**src/rtl/w_gen_pkg.sv**
```systemverilog
// rtl/w_gen_pkg.sv - shared state encoding and counter widths for the w pattern generator
package w_gen_pkg;

  typedef enum logic [1:0] {
    IDLE  = 2'd0,
    SHIFT = 2'd1,
    GAP   = 2'd2,
    DONE  = 2'd3
  } state_e;

  localparam int REP_W = 4;
  localparam int GAP_W = 4;

endpackage

```
**src/rtl/w_pattern_gen_if.sv**
```systemverilog
// rtl/w_pattern_gen_if.sv - control and serial-stream bundle between a controller and the generator
interface w_pattern_gen_if
  import w_gen_pkg::*;
#(
  parameter int WIDTH = 8
);

  logic                     start;
  logic [WIDTH-1:0]         pattern;
  logic [REP_W-1:0]         repeat_n;
  logic                     w;
  logic                     w_valid;
  logic                     z_exp;
  logic                     busy;
  logic                     done;
  logic [$clog2(WIDTH)-1:0] bit_idx;

  modport master (
    output start, pattern, repeat_n,
    input  w, w_valid, z_exp, busy, done, bit_idx
  );

  modport slave (
    input  start, pattern, repeat_n,
    output w, w_valid, z_exp, busy, done, bit_idx
  );

endinterface

```
**src/rtl/w_expect_model.sv**
```systemverilog
// rtl/w_expect_model.sv - reference model of the detector z: last two transmitted bits equal
module w_expect_model (
  input  logic clk,
  input  logic reset,
  input  logic clear_i,
  input  logic w_i,
  input  logic w_valid_i,
  output logic z_exp_o
);

  logic prev_w_q;
  logic history_valid_q;

  // History only advances on transmitted bits, so idle gaps are transparent to detection.
  always_ff @(posedge clk) begin
    if (!reset) begin
      prev_w_q        <= 1'b0;
      history_valid_q <= 1'b0;
    end else if (clear_i) begin
      history_valid_q <= 1'b0;
    end else if (w_valid_i) begin
      prev_w_q        <= w_i;
      history_valid_q <= 1'b1;
    end
  end

  assign z_exp_o = w_valid_i & history_valid_q & (w_i == prev_w_q);

endmodule

```
**src/rtl/w_pattern_gen.sv**
```systemverilog
// rtl/w_pattern_gen.sv - MSB-first serial pattern source with repeat count and idle gaps
module w_pattern_gen
  import w_gen_pkg::*;
#(
  parameter int WIDTH      = 8,
  parameter int GAP_CYCLES = 2
) (
  input  logic            clk,
  input  logic            reset,
  w_pattern_gen_if.slave  bus
);

  localparam int IDX_W = $clog2(WIDTH);

  state_e            state_q;
  logic [WIDTH-1:0]  shreg_q;
  logic [WIDTH-1:0]  pat_q;
  logic [REP_W-1:0]  rep_cnt_q;
  logic [GAP_W-1:0]  gap_cnt_q;
  logic [IDX_W-1:0]  bit_idx_q;
  logic              w_valid_q;
  logic              busy_q;
  logic              done_q;

  logic [REP_W-1:0]  rep_init_d;
  logic              last_bit;
  logic              gap_last;
  logic              accept;

  assign rep_init_d = (bus.repeat_n == '0) ? REP_W'(1) : bus.repeat_n;
  assign last_bit   = (bit_idx_q == IDX_W'(WIDTH - 1));
  assign gap_last   = (gap_cnt_q == GAP_W'(GAP_CYCLES - 1));
  assign accept     = (state_q == IDLE) && bus.start;

  always_ff @(posedge clk) begin
    if (!reset) begin
      state_q   <= IDLE;
      shreg_q   <= '0;
      pat_q     <= '0;
      rep_cnt_q <= '0;
      gap_cnt_q <= '0;
      bit_idx_q <= '0;
      w_valid_q <= 1'b0;
      busy_q    <= 1'b0;
      done_q    <= 1'b0;
    end else begin
      done_q <= 1'b0;
      case (state_q)
        IDLE: begin
          if (bus.start) begin
            shreg_q   <= bus.pattern;
            pat_q     <= bus.pattern;
            rep_cnt_q <= rep_init_d;
            bit_idx_q <= '0;
            w_valid_q <= 1'b1;
            busy_q    <= 1'b1;
            state_q   <= SHIFT;
          end
        end
        SHIFT: begin
          if (last_bit) begin
            if (rep_cnt_q != '0) rep_cnt_q <= rep_cnt_q - REP_W'(1);
            if (rep_cnt_q <= REP_W'(1)) begin
              w_valid_q <= 1'b0;
              done_q    <= 1'b1;
              state_q   <= DONE;
            end else begin
              shreg_q   <= pat_q;
              bit_idx_q <= '0;
              // With no gap the next pass follows the last bit with no bubble.
              if (GAP_CYCLES == 0) begin
                state_q <= SHIFT;
              end else begin
                w_valid_q <= 1'b0;
                gap_cnt_q <= '0;
                state_q   <= GAP;
              end
            end
          end else begin
            shreg_q   <= shreg_q << 1;
            bit_idx_q <= bit_idx_q + IDX_W'(1);
          end
        end
        GAP: begin
          if (gap_last) begin
            w_valid_q <= 1'b1;
            state_q   <= SHIFT;
          end else begin
            gap_cnt_q <= gap_cnt_q + GAP_W'(1);
          end
        end
        DONE: begin
          busy_q  <= 1'b0;
          state_q <= IDLE;
        end
        default: state_q <= IDLE;
      endcase
    end
  end

  assign bus.w       = w_valid_q & shreg_q[WIDTH-1];
  assign bus.w_valid = w_valid_q;
  assign bus.busy    = busy_q;
  assign bus.done    = done_q;
  assign bus.bit_idx = bit_idx_q;

  w_expect_model u_expect (
    .clk       (clk),
    .reset     (reset),
    .clear_i   (accept),
    .w_i       (bus.w),
    .w_valid_i (bus.w_valid),
    .z_exp_o   (bus.z_exp)
  );

endmodule
```
**src/flat_wrapper.sv**
```systemverilog
// flat-port wrapper written by rule: the top's interface ports become plain ports
module w_pattern_gen_flat import w_gen_pkg::*;
#(
  parameter int WIDTH      = 8,
  parameter int GAP_CYCLES = 2
)
  (clk, reset, bus_start, bus_pattern, bus_repeat_n, bus_w, bus_w_valid, bus_z_exp, bus_busy, bus_done, bus_bit_idx);
  w_pattern_gen_if #(.WIDTH(WIDTH)) bus_i ();
  input  logic clk;
  input  logic reset;
  input wire logic [$bits(bus_i.start)-1:0] bus_start;
  input wire logic [$bits(bus_i.pattern)-1:0] bus_pattern;
  input wire logic [$bits(bus_i.repeat_n)-1:0] bus_repeat_n;
  output wire logic [$bits(bus_i.w)-1:0] bus_w;
  output wire logic [$bits(bus_i.w_valid)-1:0] bus_w_valid;
  output wire logic [$bits(bus_i.z_exp)-1:0] bus_z_exp;
  output wire logic [$bits(bus_i.busy)-1:0] bus_busy;
  output wire logic [$bits(bus_i.done)-1:0] bus_done;
  output wire logic [$bits(bus_i.bit_idx)-1:0] bus_bit_idx;
  assign bus_i.start = bus_start;
  assign bus_i.pattern = bus_pattern;
  assign bus_i.repeat_n = bus_repeat_n;
  assign bus_w = bus_i.w;
  assign bus_w_valid = bus_i.w_valid;
  assign bus_z_exp = bus_i.z_exp;
  assign bus_busy = bus_i.busy;
  assign bus_done = bus_i.done;
  assign bus_bit_idx = bus_i.bit_idx;
  w_pattern_gen #(.WIDTH(WIDTH), .GAP_CYCLES(GAP_CYCLES)) u_core (.clk(clk), .reset(reset), .bus(bus_i));
endmodule
```
**config.mk**
```make
export PLATFORM = sky130hd
export DESIGN_NAME = w_pattern_gen_flat
export DESIGN_NICKNAME = d
export VERILOG_FILES = /design/src/rtl/w_gen_pkg.sv /design/src/rtl/w_pattern_gen_if.sv /design/src/rtl/w_expect_model.sv /design/src/rtl/w_pattern_gen.sv /design/src/flat_wrapper.sv
export SDC_FILE = /design/constraint.sdc
export NUM_CORES = 1
export LEC_CHECK = 0
export CAP_MARGIN = 20
export CELL_PAD_IN_SITES_DETAIL_PLACEMENT = 2
export CELL_PAD_IN_SITES_GLOBAL_PLACEMENT = 2
export CORE_ASPECT_RATIO = 0.7
export CORE_MARGIN = 1.5
export CORE_UTILIZATION = 33
export CTS_BUF_LIST = sky130_fd_sc_hd__clkbuf_4 sky130_fd_sc_hd__clkbuf_8 sky130_fd_sc_hd__clkbuf_16
export DETAILED_ROUTE_END_ITERATION = 8
export PLACE_DENSITY = 0.77
export SYNTH_ARGS = -nofsm -noshare
export SYNTH_HDL_FRONTEND = slang
export SYNTH_SLANG_ARGS = --single-unit
```
**constraint.sdc**
```tcl
create_clock -name clk -period 1.8 [get_ports clk]
set_input_delay 0.54 -clock clk [delete_from_list [all_inputs] [get_ports clk]]
set_output_delay 0.54 -clock clk [all_outputs]
set_load 0.005 [all_outputs]
```
* After elaboration in Yosys (flattened, before gate mapping) *
Cells that the tools add are included.

word-level totals
  register bits = 34
  bits of input ports = 15
  output and inout bits = 8
  word-level logic and storage cells = 79

cells by class
  add/subtract/negate cells = 3
  $lt $le $gt $ge = 1
  eq/ne operators = 13
  muxes and demuxes = 28
  bitwise logic cells = 5
  reduce and logical (&&, ||, !) cells = 18

operators with widths
  kind                 number
  $mux 4               7
  $mux 8               3
  $pmux 4 s2           2
  $pmux 8 s2           1
  $reduce_and 4->1     3
  $mux 3               3
  $reduce_and 3->1     3
  $pmux 2 s4           1
  $mux 2               3
  $ne 2x1->1 const B   3
  $ne 2x2->1 const B   3
  $pmux 3 s2           1
  $reduce_and 2->1     3
  $reduce_bool 2->1    3
  $mux 1               5
  $add 4x1->4 const B  1
  $eq 2x2->1 const B   2
  $eq 4x1->1 const B   1
  $le 4x1->1 const B   1
  $logic_not 4->1      1
  $reduce_bool 4->1    1
  $sub 4x1->4 const B  1
  $add 3x1->3 const B  1
  $and 1x1->1          3
  11 further kinds     12

* Depth between registers and ports, before layout *
  depth in word-level cells = 4
  gate-level depth with buffers = 8
  mapped depth without buffers = 6

* Hierarchy *
From an unflattened synthesis, not the netlist that was laid out.

unflattened totals
  cells, all modules = 193
  area total of the unflattened synthesis = 1696.6 µm²

modules (own cells, without submodules)
  module          instances  cells each  area an instance (µm²)
  w_pattern_gen   1          183         1599.0
  w_expect_model  1          10          97.6

* Worst setup path before layout *
OpenSTA, ideal clock, no wires.

  path kind = register to register
  start = register u_core.bit_idx_q[0] (netlist: u_core.bus.bit_idx[0])
  end = register u_core.gap_cnt_q[1]
  data arrival time = 1.588 ns
  path slack = 0.140 ns
  stages on the path, launching flop included = 8
  buffers on the path = 1
  path through = dfxtp_1 > ha_1 > ha_1 > clkbuf_2 > nand3b_1 > o21a_2 > or4_1 > a21oi_1

between the ends
  cells in the longest elaborated chain, start to end = 3

ends and longest elaborated chain
  what                               line                 text
  from (decl)                        w_pattern_gen.sv:20  logic [IDX_W-1:0] bit_idx_q;
  from (signal assigned)             w_pattern_gen.sv:81  bit_idx_q <= bit_idx_q + IDX_W'(1);
  $eq 3x3->1                         w_pattern_gen.sv:31  assign last_bit = (bit_idx_q == IDX_W'(WIDTH - 1));
  $ne 2x1->1 (no source line)        --
  $reduce_and 4->1 (no source line)  --
  to (signal assigned)               w_pattern_gen.sv:89  gap_cnt_q <= gap_cnt_q + GAP_W'(1);
  to (decl)                          w_pattern_gen.sv:19  logic [GAP_W-1:0] gap_cnt_q;

Every way passes these cells.
A chain may end at the register's enable or synchronous reset.

* Worst setup path after layout *
  start = input port bus_start
  end = register u_core.pat_q[0]

between the ends
  cells in the longest elaborated chain, start to end = 1

ends and longest elaborated chain
  what                               line                 text
  from (decl)                        flat_wrapper.sv:11   input wire logic [$bits(bus_i.start)-1:0] bus_start;
  $reduce_and 2->1 (no source line)  --
  to (signal assigned)               w_pattern_gen.sv:52  pat_q <= bus.pattern;
  to (decl)                          w_pattern_gen.sv:17  logic [WIDTH-1:0] pat_q;

Every way passes these cells.

==> run metrics <==
gr usage total=between 20% and 30%; CP Capture Type=flop; fmax=528 MHz; Core Box Area=between 4000 and 5000 um^2; Static Leak=0.892 nW; RSZ-0062 raised after global routing=true; H-tree Lvls=2; vias in the first global route=1,761; post-cts hold buffer count=0; Port Buffers=22; pin count of the biggest net entering global routing=27; Worst Hold Depth=2; Critical Path Fanout Max=9; CP Launch Type=primary input; number of synthesized register bits=34; Clock Path Buffers=2; max-slew violations=0; routed vias=1,686; grt ovf=0; Hold Fails Final Rpt=0; crit path cell chain=clkdlybuf4s50_1 > nand2b_1 > nor2_4 > buf_12 > mux2i_1 > nor2_1; Hold Path Class=flop to flop; Post-synth EDFFs=0; synthesized area per cell=8.68 um^2; max_slew headroom=70.1%; ant diodes=0; Worst Reg-to-Reg Cells=7; max incr delay on CP=0.54 ns; Setup Crit Path Kind=primary input to flop; Pwr per Cell Area=922 nW/um^2; cell count along the critical path=6; drc violations=0; Worst Skew=between 0.007 and 0.008 ns; worst setup slack after placement=-0.231 ns; overall power=0.00214 W; Synth area leader=dfxtp_1; period utilization=105%; Final nets=around 250; Primary FF master, synth=dfxtp_1; Die W=89.5 um; num rows=21; Root Buffer=clkbuf_8; Post-Syn Instances=199; antenna-violating nets left=0; actual slew at the worst max-slew pin=approximately 0.45 ns; area added between synthesis and finish=34.5%; crit path time final=between 1.5 and 2 ns; run status=finished, violations left; Mapped Area=1730 um^2; Die Area=5680 um^2; flop-to-flop setup slack=roughly 0.010 ns; CTS Sinks=34; post-synthesis sequential area ratio=between 30% and 40%; post-synth top area share=a little under 40%; Avg WL per Cell=21.3 um; hpwl dp=3720 um; Via-to-Cell Ratio=~5.6; Setup violations, final=2; Mapped Nets=220; Max Cap Violations=0; Placer Congestion=0.821; initial antenna violation count=0; worst skew pair latency=0.30 ns; Synth area leaders=dfxtp_1 39%, mux2i_1 9.9%, nor2_1 4.8%; share of post-route cells with drive strength above 1=18.5%; first-pass GRT wire length=8920 um; CTS tree=done; VDD IR max=0.000362 V; yosys warns=0; CTS Buf Count=5; failing checks=negative setup slack; drt first pass iters=4; Max stage delay cell, worst path=clkdlybuf4s50_1; initial DRC count=61; Crit path required time=1.96 ns; worst reg2reg path startpoint=u_core.rep_cnt_q[0]; Finished Core Util=47.3%; WP buf/inv=2; synth unique cells=43; ys async rst share=0%; hold path endpoint=u_core.shreg_q[4]; hold wc startpoint=u_core.shreg_q[4]; post-layout worst setup margin=-0.0941 ns; starting density of the core=35.1%; WP data arrival=2.06 ns; DRT Wirelength=between 6000 and 7000 um; chip height=63.5 um; clock slew at reported path FFs=0.07 ns; IO Pins=23; RR Endpoint=u_core.shreg_q[0]; CP top delay family=buffers and inverters
cell usage after synthesis (2+ instances only):
library cell	count
inv_1	6
mux2i_1	17
nand3_1	2
o2111ai_1	8
a211oi_1	4
and2_1	2
nor3_1	3
clkbuf_1	7
ha_1	6
nand4_1	3
or4_1	2
o21ai_0	14
and3_1	3
nor2_1	22
buf_2	4
nand2_1	21
dfxtp_1	34
buf_6	2
a21oi_1	12
nand2b_1	4
tightest hold or removal path, cell delays in order, from the launching register on:
cell	delay, ns
dfxtp_1	0.32
nand2_1	0.05
o21ai_0	0.07
power breakdown:
part | leakage (nW) | switching [W] | total, W | internal (W)
sequential | 0.281 | 0.0000476 | 0.000866 | 0.000818
clock | 0.0573 | 0.000296 | 0.000739 | 0.000443
combinational | 0.554 | 0.000294 | 0.000537 | 0.000243
total | 0.892 | 0.000637 | 0.00214 | 0.00150
metal layers:
| layer | vias to the layer above | track usage (%) | share of wire, % |
|---|---|---|---|
| li1 | 774 | - | - |
| met1 | 847 | 25.4 | 45 |
| met2 | 50 | 35.8 | 47 |
| met3 | 15 | 5.50 | 4.2 |
| met4 | 0 | 7.50 | 3.5 |
| met5 | - | 0 | 0 |
what timing repair did:
item | 4_1_cts | 5_1_grt
gates cloned | 1 | 1
endpoints found under the setup margin | 3 | 11
pin swaps | 1 | 3
buffers inserted | 1 | 3
resized for setup | 7 | 12
worst max-delay path by stage:
stage                          startpoint             endpoint
CTS                   u_core.rep_cnt_q[0]    u_core.shreg_q[0]
finish                          bus_start      u_core.pat_q[0]
global route                    bus_start      u_core.pat_q[0]
global placement                bus_start  u_core.rep_cnt_q[0]
floorplan           u_core.bus.bit_idx[0]  u_core.gap_cnt_q[1]
detailed placement              bus_start  u_core.rep_cnt_q[0]
cells in the final DEF (no fill, tap or decap), types with 2 or more instances in the layout:
cell,synthesis,routed
dfxtp_2,0,5
clkbuf_8,0,6
a211oi_1,4,4
and3_1,3,3
dlygate4sd2_1,0,2
and2_1,2,2
ha_1,6,4
clkdlybuf4s50_1,0,20
nand4_1,3,3
nand3_1,2,2
buf_4,1,14
buf_12,0,2
nand2b_1,4,4
nor2_1,22,21
mux2i_1,17,17
nand2_1,21,21
buf_6,2,2
dfxtp_1,34,29
o21ai_0,14,13
nor3_1,3,3
o2111ai_1,8,8
or4_1,2,2
a21oi_1,12,12
inv_1,6,6
o21ai_1,1,2
cell type report:
| class | count | area (um^2) |
|---|---|---|
| fillers | 548 | 2590 |
| multi-input cells | 143 | 972 |
| clock buffers | 6 | 82.6 |
| well taps | 69 | 86.3 |
| flip-flops and latches | 34 | 687 |
| clock inverters | 1 | 30.0 |
| repair buffers | 42 | 438 |
| inverters | 7 | 26.3 |
cells by family after synthesis:
| kind of cell | share of synthesized area (%) |
|---|---|
| buffers and inverters | 6.23 |
| adder cells (fa/ha/maj) | 4.35 |
| flip-flops | 39.4 |
| multiplexers | 9.85 |
| AND/OR/NAND/NOR | 19.1 |
| XOR/XNOR | 1.01 |
| AO/OA/AOI/OAI | 20.1 |
state kept, by name, indices dropped and copies added (netlist names), 2 cells and up:
signal              count
u_core.shreg_q          8
u_core.state_q          2
u_core.rep_cnt_q        4
u_core.gap_cnt_q        4
u_core.bus.bit_idx      3
u_core.pat_q            8
per-stage QoR:
stage	hold slack [ns]	cell area [um^2]	TNS [ns]	cells
2_1_floorplan	0.435	1730	0	199
3_3_place_gp	0.447	2080	-0.975	289
3_5_place_dp	0.470	2080	-2.98	289
4_1_cts	0.479	2250	0	298
5_1_grt	0.511	2320	-0.266	302
6_report	0.487	2320	-0.117	302
No activity file was read; power rests on OpenSTA's default activity.
